$ cat src/rtl/grid_click_picker.sv
// Mouse click to grid cell selector: synchronise, debounce, bounds check,
// then serial divide into a (col,row,button) selection behind valid/ready.
module grid_click_picker #(
    parameter int GRID_X0      = 40,
    parameter int GRID_Y0      = 40,
    parameter int CELL_W       = 40,
    parameter int CELL_H       = 40,
    parameter int GRID_COLS    = 10,
    parameter int GRID_ROWS    = 10,
    parameter int DEBOUNCE_CYC = 250000
) (
    input  logic       clk_in,
    input  logic       rst_in,
    input  logic [9:0] mouse_pos_x,
    input  logic [9:0] mouse_pos_y,
    input  logic [1:0] mouse_click,
    input  logic       sel_ready,
    output logic       sel_valid,
    output logic [3:0] sel_col,
    output logic [3:0] sel_row,
    output logic [1:0] sel_button
);

    localparam int N  = (GRID_COLS > GRID_ROWS) ? GRID_COLS : GRID_ROWS;
    localparam int CW = (DEBOUNCE_CYC > 2) ? $clog2(DEBOUNCE_CYC) : 1;

    localparam logic [CW-1:0] CNT_MAX  = CW'(DEBOUNCE_CYC - 1);
    localparam logic [10:0]   X_LO     = 11'(GRID_X0);
    localparam logic [10:0]   X_HI     = 11'(GRID_X0 + GRID_COLS * CELL_W);
    localparam logic [10:0]   Y_LO     = 11'(GRID_Y0);
    localparam logic [10:0]   Y_HI     = 11'(GRID_Y0 + GRID_ROWS * CELL_H);
    localparam logic [9:0]    STEP_X   = 10'(CELL_W);
    localparam logic [9:0]    STEP_Y   = 10'(CELL_H);
    localparam logic [9:0]    OFF_X    = 10'(GRID_X0);
    localparam logic [9:0]    OFF_Y    = 10'(GRID_Y0);
    localparam logic [3:0]    DIV_LAST = 4'(N - 1);

    typedef enum logic [1:0] {IDLE, CHECK, DIV, HOLD} state_t;

    state_t     state;
    logic [1:0] sync1;
    logic [1:0] sync2;
    logic [1:0] rise;
    logic [9:0] lat_x;
    logic [9:0] lat_y;
    logic [1:0] btn;
    logic [9:0] remx;
    logic [9:0] remy;
    logic [3:0] col;
    logic [3:0] row;
    logic [3:0] div_cnt;

    always_ff @(posedge clk_in or posedge rst_in) begin
        if (rst_in) begin
            sync1 <= 2'b00;
            sync2 <= 2'b00;
        end else begin
            sync1 <= mouse_click;
            sync2 <= sync1;
        end
    end

    for (genvar b = 0; b < 2; b++) begin : g_deb
        logic [CW-1:0] cnt;
        logic          db;
        logic          pulse;

        always_ff @(posedge clk_in or posedge rst_in) begin
            if (rst_in) begin
                cnt   <= '0;
                db    <= 1'b0;
                pulse <= 1'b0;
            end else begin
                pulse <= 1'b0;
                if (sync2[b] == db) begin
                    cnt <= '0;
                end else if (cnt == CNT_MAX) begin
                    cnt   <= '0;
                    db    <= sync2[b];
                    pulse <= sync2[b];
                end else begin
                    cnt <= cnt + 1'b1;
                end
            end
        end

        assign rise[b] = pulse;
    end

    logic       in_grid;
    logic       x_ge;
    logic       y_ge;
    logic [9:0] remx_n;
    logic [9:0] remy_n;
    logic [3:0] col_n;
    logic [3:0] row_n;

    always_comb begin
        in_grid = ({1'b0, lat_x} >= X_LO) && ({1'b0, lat_x} < X_HI) &&
                  ({1'b0, lat_y} >= Y_LO) && ({1'b0, lat_y} < Y_HI);
        x_ge   = remx >= STEP_X;
        y_ge   = remy >= STEP_Y;
        remx_n = x_ge ? remx - STEP_X : remx;
        remy_n = y_ge ? remy - STEP_Y : remy;
        col_n  = col + {3'b000, x_ge};
        row_n  = row + {3'b000, y_ge};
    end

    // Fixed-length restoring divide keeps the click-to-valid latency constant.
    always_ff @(posedge clk_in or posedge rst_in) begin
        if (rst_in) begin
            state      <= IDLE;
            sel_valid  <= 1'b0;
            sel_col    <= 4'd0;
            sel_row    <= 4'd0;
            sel_button <= 2'b00;
            lat_x      <= 10'd0;
            lat_y      <= 10'd0;
            btn        <= 2'b00;
            remx       <= 10'd0;
            remy       <= 10'd0;
            col        <= 4'd0;
            row        <= 4'd0;
            div_cnt    <= 4'd0;
        end else begin
            unique case (state)
                IDLE: begin
                    if (|rise) begin
                        lat_x <= mouse_pos_x;
                        lat_y <= mouse_pos_y;
                        btn   <= rise[0] ? 2'b01 : 2'b10;
                        state <= CHECK;
                    end
                end
                CHECK: begin
                    if (in_grid) begin
                        remx    <= lat_x - OFF_X;
                        remy    <= lat_y - OFF_Y;
                        col     <= 4'd0;
                        row     <= 4'd0;
                        div_cnt <= 4'd0;
                        state   <= DIV;
                    end else begin
                        state <= IDLE;
                    end
                end
                DIV: begin
                    remx    <= remx_n;
                    remy    <= remy_n;
                    col     <= col_n;
                    row     <= row_n;
                    div_cnt <= div_cnt + 4'd1;
                    if (div_cnt == DIV_LAST) begin
                        sel_col    <= col_n;
                        sel_row    <= row_n;
                        sel_button <= btn;
                        sel_valid  <= 1'b1;
                        state      <= HOLD;
                    end
                end
                HOLD: begin
                    if (sel_ready) begin
                        sel_valid <= 1'b0;
                        state     <= IDLE;
                    end
                end
                default: state <= IDLE;
            endcase
        end
    end

endmodule

$ cat config.mk
export PLATFORM = sky130hd
export DESIGN_NAME = grid_click_picker
export DESIGN_NICKNAME = d
export VERILOG_FILES = /design/src/rtl/grid_click_picker.sv
export SDC_FILE = /design/constraint.sdc
export NUM_CORES = 1
export LEC_CHECK = 0
export CAP_MARGIN = 20
export CORE_UTILIZATION = 50
export CTS_CLUSTER_DIAMETER = 80
export CTS_CLUSTER_SIZE = 30
export DETAILED_ROUTE_END_ITERATION = 7
export HOLD_SLACK_MARGIN = 0.02
export PLACE_DENSITY = 0.71
export SLEW_MARGIN = 20
export SYNTH_ARGS = -nofsm -noshare
export SYNTH_HDL_FRONTEND = slang
export SYNTH_SLANG_ARGS = --single-unit
$ cat constraint.sdc
create_clock -name clk_in -period 5.55 [get_ports clk_in]
set_input_delay 1.11 -clock clk_in [delete_from_list [all_inputs] [get_ports clk_in]]
set_output_delay 1.11 -clock clk_in [all_outputs]
set_load 0.03 [all_outputs]
# ---- Yosys cells after proc, flatten, opt, wreduce, memory -nomap -nowiden
# Cells that the tools add are included.
dict set report word_totals {
  ff_bits 111
  in_bits 25
  output_inout_bits 11
  word_cells 95
}
dict set report op_classes {
  addsub 9
  order_cmp 6
  n_eq_ne 14
  muxes 27
  bitwise_logic 2
  n_reduce_logical 16
}
# op count
set ops {}
lappend ops {{$mux 18} 4}
lappend ops {{$ge 10x6->1 const B} 4}
lappend ops {{$mux 10} 4}
lappend ops {{$pmux 10 s2} 2}
lappend ops {{$sub 10x6->10 const B} 4}
lappend ops {{$add 18x1->18 const B} 2}
lappend ops {{$eq 18x18->1 const B} 2}
lappend ops {{$pmux 4 s2} 3}
lappend ops {{$lt 10x9->1 const B} 2}
lappend ops {{$ne 2x2->1 const B} 6}
lappend ops {{$reduce_and 3->1} 4}
lappend ops {{$mux 2} 5}
lappend ops {{$reduce_and 2->1} 5}
lappend ops {{$add 4x1->4} 2}
lappend ops {{$pmux 2 s4} 1}
lappend ops {{$mux 1} 6}
lappend ops {{$add 4x1->4 const B} 1}
lappend ops {{$eq 2x2->1 const B} 2}
lappend ops {{$eq 4x4->1 const B} 1}
lappend ops {{$mux 4} 1}
lappend ops {{$reduce_bool 2->1} 2}
lappend ops {{$logic_and 1x1->1} 3}
lappend ops {{$eq 1x1->1} 2}
lappend ops {{$eq 2x1->1 const B} 1}
lappend ops {{4 further kinds} 5}

# ---- Logic depth before layout (Yosys ltp)
dict set report logic_depth {
  word_depth 6
  ltp_mapped 8
  mapped_depth_nobuf 7
}

# ---- Least setup slack after synthesis
# No wires, ideal clock.
dict set report synth_path {
  path_type {register to register}
  from {reg remx[6]}
  to {reg sel_col[1]}
  setup_time_ps 125
  t_arrival_ps 1832
  t_required_ps 5425
  setup_slack_ps 3593
  stages_incl_launch_ff 6
  path_buffers 0
  synth_period_minus_slack_ps 1957
  path_cell_list {dfrtp_1 > or4_4 > nand2b_1 > ha_1 > ha_1 > mux2_2}
}
dict set report synth_between {
  elab_chain_len 2
}
# element line_no
set synth_rtl {}
lappend synth_rtl {{start, declared} 47} ;# logic [9:0] remx;
lappend synth_rtl {{start signal, assigned} 137} ;# remx <= lat_x - OFF_X;
lappend synth_rtl {{start signal, assigned} 148} ;# remx <= remx_n;
lappend synth_rtl {{$ge 10x6->1} 101} ;# x_ge = remx >= STEP_X;
lappend synth_rtl {{$add 4x1->4} 105} ;# col_n = col + {3'b000, x_ge};
lappend synth_rtl {{named net col_n[1]} 95} ;# logic [3:0] col_n;
lappend synth_rtl {{end signal, assigned} 154} ;# sel_col <= col_n;
lappend synth_rtl {{end, declared} 19} ;# output logic [3:0] sel_col,
# The timed path passes the listed nets, and every way through them passes these cells.
# A chain may end at the register's enable or synchronous reset.

# ---- Final worst setup path
dict set report layout_path {
  from {reg lat_x[4]}
  to {reg remy[8]}
}
dict set report layout_between {
  elab_chain_len 6
}
# element line_no
set layout_rtl {}
lappend layout_rtl {{start, declared} 44} ;# logic [9:0] lat_x;
lappend layout_rtl {{start signal, assigned} 129} ;# lat_x <= mouse_pos_x;
lappend layout_rtl {{$ge 10x6->1 / $lt 10x9->1 (equally long branches)} 99} ;# in_grid = ({1'b0, lat_x} >= X_LO) && ({1'b0, lat_x} < X_HI) &&
lappend layout_rtl {{$logic_and 1x1->1 (*) (2 in series)} 99}
lappend layout_rtl {{$logic_and 1x1->1 (*)} 100} ;# ({1'b0, lat_y} >= Y_LO) && ({1'b0, lat_y} < Y_HI);
lappend layout_rtl {{$ne 2x2->1 (no source line) (*)} n/a}
lappend layout_rtl {{$reduce_and 3->1 (no source line) (*)} n/a}
lappend layout_rtl {{end signal, assigned} 138} ;# remy <= lat_y - OFF_Y;
lappend layout_rtl {{end signal, assigned} 149} ;# remy <= remy_n;
lappend layout_rtl {{end, declared} 48} ;# logic [9:0] remy;
# Mark *: on every way between the ends. The rest lies on a longest branch, timed or not.

==> summary.txt <==
status: completed
Yosys cell types: 59
Power Internal: 1.136 mW
iteration-0 DRC count of the detailed router: 156
buffer and inverter count on the worst path: 1
Skew-Pair Late Insertion Delay: 0.36 ns
R2R Path End: remy[8]
full die area: 10,770 µm²
r2r setup slk: 2.98 ns
post-layout min period: 2.568 ns
Post-DP Area: 5617 µm²
combinational share of power: 15.6%
H-Tree Depth: 3
fin. max-slew vios: 0
WP data required: 5.75 ns
critical path depth in cells: 7
commonest non-fill, non-tap cells in the layout: 105 x dfrtp_1, 64 x nor2_1, 42 x nand2_1, 35 x clkdlybuf4s50_1, 27 x mux2_2
root buf cell: clkbuf_8
worst path arrival time: 2.77 ns
Slew headroom: 32.72%
CTS tree: built
crit path capture: remy[8]
IO Pins: 36
clk_skew: 0.01317 ns
critical path's largest stage delay: 0.81 ns
Sw Share: 28.00%
met2 wire length: 4677 µm
most common cell after layout, fill and taps aside: dfrtp_1
fillcell total: 850
clk buf depth: 2
synthesized area: 5179 µm²
row cnt: 36
via count of the routed design: 3,609
worst vdd ir: 157.7 µV
vias in the first global route: 3,660
CP Class: reg2reg
#FFs+latches synth: 105
CP startpoint kind: flip-flop
post-route insts no fill: 663
Setup TNS Final: 0 ns
first-pass GRT wire length: 16,590 µm
sequential share of the synthesized area: 50.74%
Post-synth EDFFs: 0
CP startpoint: lat_x[4]
met3 WL: 235 µm
Synth Warn #: 0
Sequential Power Share: 53.6%
Fin. Hold Viols: 0
fmax: 0.3894 GHz
Final #Nets: 564
Placed Cells: 646
Post-CTS Setup Inserts: 0
CTS buffer count: 9
Clock Sinks: 105
Top Layer Used: met4
DIE HEIGHT: 103.8 µm
final instance area: 5834 µm²
CP endpoint kind: flip-flop
Routed WL: 9420 µm
syn avg cell area: 10.50 µm²
area delta synth->final: 12.66%
CP max stage cell: nand4_1
CP Max Fanout: 24
met1 wire length: 4375 µm
Initial Utilization: 52.26%
gp weighted congestion: 0.7848
Die Width: 103.8 µm
Mapped Cells: 493
IO Port Bufs: 35
max_cap viols: 0
DP Worst Slack: 2.764 ns
core box area: 9910 µm²
Pleak: 2.626 nW
Main synth FF type: dfrtp_1
Largest delay share family, worst path: simple AND/OR/NAND/NOR gates
worst flop-to-flop path startpoint: lat_x[4]
number of iterations in the first detailed-routing pass: 6
endpoints failing setup: 0
initial antenna violation count: 0
cells along the critical path: inv_1, ha_1, nand4bb_1, o211ai_1, nand4_1, a211oi_1, a31oi_1
asr flop ratio synth: 100.0%
worst reg-to-reg path cell count: 7
antenna-violating nets left: 0
Worst Max-Slew Pin Slew: 1.006 ns
P_sw: 0.4416 mW
PD cells: 270.3 nW/µm²
Post-CTS Hold Fix Bufs: 0
vias per cell: 5.443
total grt overflow: 0
share of layout cells above drive strength 1: 12.08%
DRC: 0
Clock transition at path regs: 0.09 ns
Overall Global Routing Usage: 19.05%
unrepaired setup endpoints after global routing: no
clock share of power: 30.8%
diode count: 0
Resize count post-CTS: 0
largest net degree at the start of global routing: 60
final worst setup slack: 2.982 ns
dpl hpwl: 6597 µm
Hold Crit Class: reg2reg
post-DR wirelength/cell: 14.21 µm
Final period util: 46.27%
syn nets: 532
total chip power: 1.577 mW
synthesized netlist by cell type (all sizes together) (3+ instances only):
| master | count | area, µm² |
|---|---|---|
| mux2 | 27 | 304.0 |
| clkbuf | 3 | 11.26 |
| ha | 14 | 175.2 |
| nor4 | 6 | 52.55 |
| dfrtp | 105 | 2628 |
| buf | 13 | 77.57 |
| o221ai | 3 | 26.28 |
| nor3 | 16 | 101.4 |
| a21oi | 12 | 60.06 |
| inv | 17 | 63.81 |
| nor3b | 5 | 37.54 |
| nand3 | 24 | 120.1 |
| a211oi | 4 | 35.03 |
| or2 | 4 | 25.02 |
| nand4 | 9 | 71.32 |
| nor2 | 65 | 246.5 |
| nand2b | 8 | 50.05 |
| o211ai | 4 | 30.03 |
| nand2 | 42 | 157.7 |
| a31oi | 5 | 31.28 |
| o21ai | 20 | 115.1 |
| and3 | 9 | 57.56 |
| xnor2 | 22 | 192.7 |
| mux2i | 5 | 50.05 |
| nor2b | 3 | 18.77 |
| xor2 | 23 | 201.4 |
| a211o | 3 | 26.28 |
how the worst min path moves through the flow:
stage	depth (start not counted)	slack [ns]	endpoint	startpoint
after floorplan	0	0.33	sync2[0]	sync1[0]
after global placement	0	0.33	sync2[1]	sync1[1]
after detailed placement	0	0.34	sync2[1]	sync1[1]
after CTS	0	0.36	sync2[1]	sync1[1]
after global routing	0	0.37	sync2[0]	sync1[0]
final	0	0.36	sync2[1]	sync1[1]
power by group through the flow:
| stage | clock network (mW) | logic [mW] | registers [mW] |
|---|---|---|---|
| final | 0.485 | 0.247 | 0.845 |
| after global routing | 0.530 | 0.272 | 0.852 |
| after CTS | 0.499 | 0.251 | 0.845 |
| after detailed placement | 0 | 0.249 | 0.860 |
| after global placement | 0 | 0.242 | 0.858 |
| after floorplan | 0 | 0.152 | 0.876 |
state kept, by name (all words and copies together) (netlist names), 2 cells and up, named ones only:
name,flops
btn,2
col,4
div_cnt,4
g_deb.cnt,36
g_deb.db,2
g_deb.pulse,2
lat_x,10
lat_y,10
remx,7
remy,7
row,4
sel_button,2
sel_col,4
sel_row,4
sync1,2
sync2,2
per-layer routing:
| layer | GRT usage [%] | vias up |
|---|---|---|
| met5 | 0 | - |
| met4 | 7.041 | 0 |
| li1 | - | 1776 |
| met1 | 24.76 | 1783 |
| met2 | 32.36 | 38 |
| met3 | 2.832 | 12 |
worst reg2reg max path, cell delays in order, from the launching register on:
cell and delay, ns:
dfrtp_1 0.41, inv_1 0.10, ha_1 0.15, nand4bb_1 0.10
o211ai_1 0.22, nand4_1 0.82, a211oi_1 0.54, a31oi_1 0.07
cell type report:
type / instances / area [µm²] / area share, %
clock buffers: 12 / 155.1 / 2.659
repair buffers: 37 / 369.1 / 6.326
well taps: 133 / 166.4 / 2.852
inverters: 17 / 66.31 / 1.137
flip-flops and latches: 105 / 2628 / 45.04
multi-input cells: 355 / 2399 / 41.11
clock inverters: 4 / 51.30 / 0.8793
stage by stage:
stage | util, % | hold slack, ns
floorplan | - | 0.3312
global placement | 56.68 | 0.3335
detailed placement | 56.68 | 0.3395
CTS | 58.76 | 0.3593
global route | 58.88 | 0.3698
finish | 58.88 | 0.3587
logic make-up after synthesis:
group                      count (synthesis)  synth area share [%]
and+or+nand+nor                          203                 20.54
DFF                                      105                 50.74
AOI/OAI and AO/OA                         61                 7.949
xor gates and xnor gates                  45                 7.610
buffers and inverters                     33                 2.947
muxes                                     32                 6.837
adders and majority gates                 14                 3.382
(Power assumes the default switching activity.)
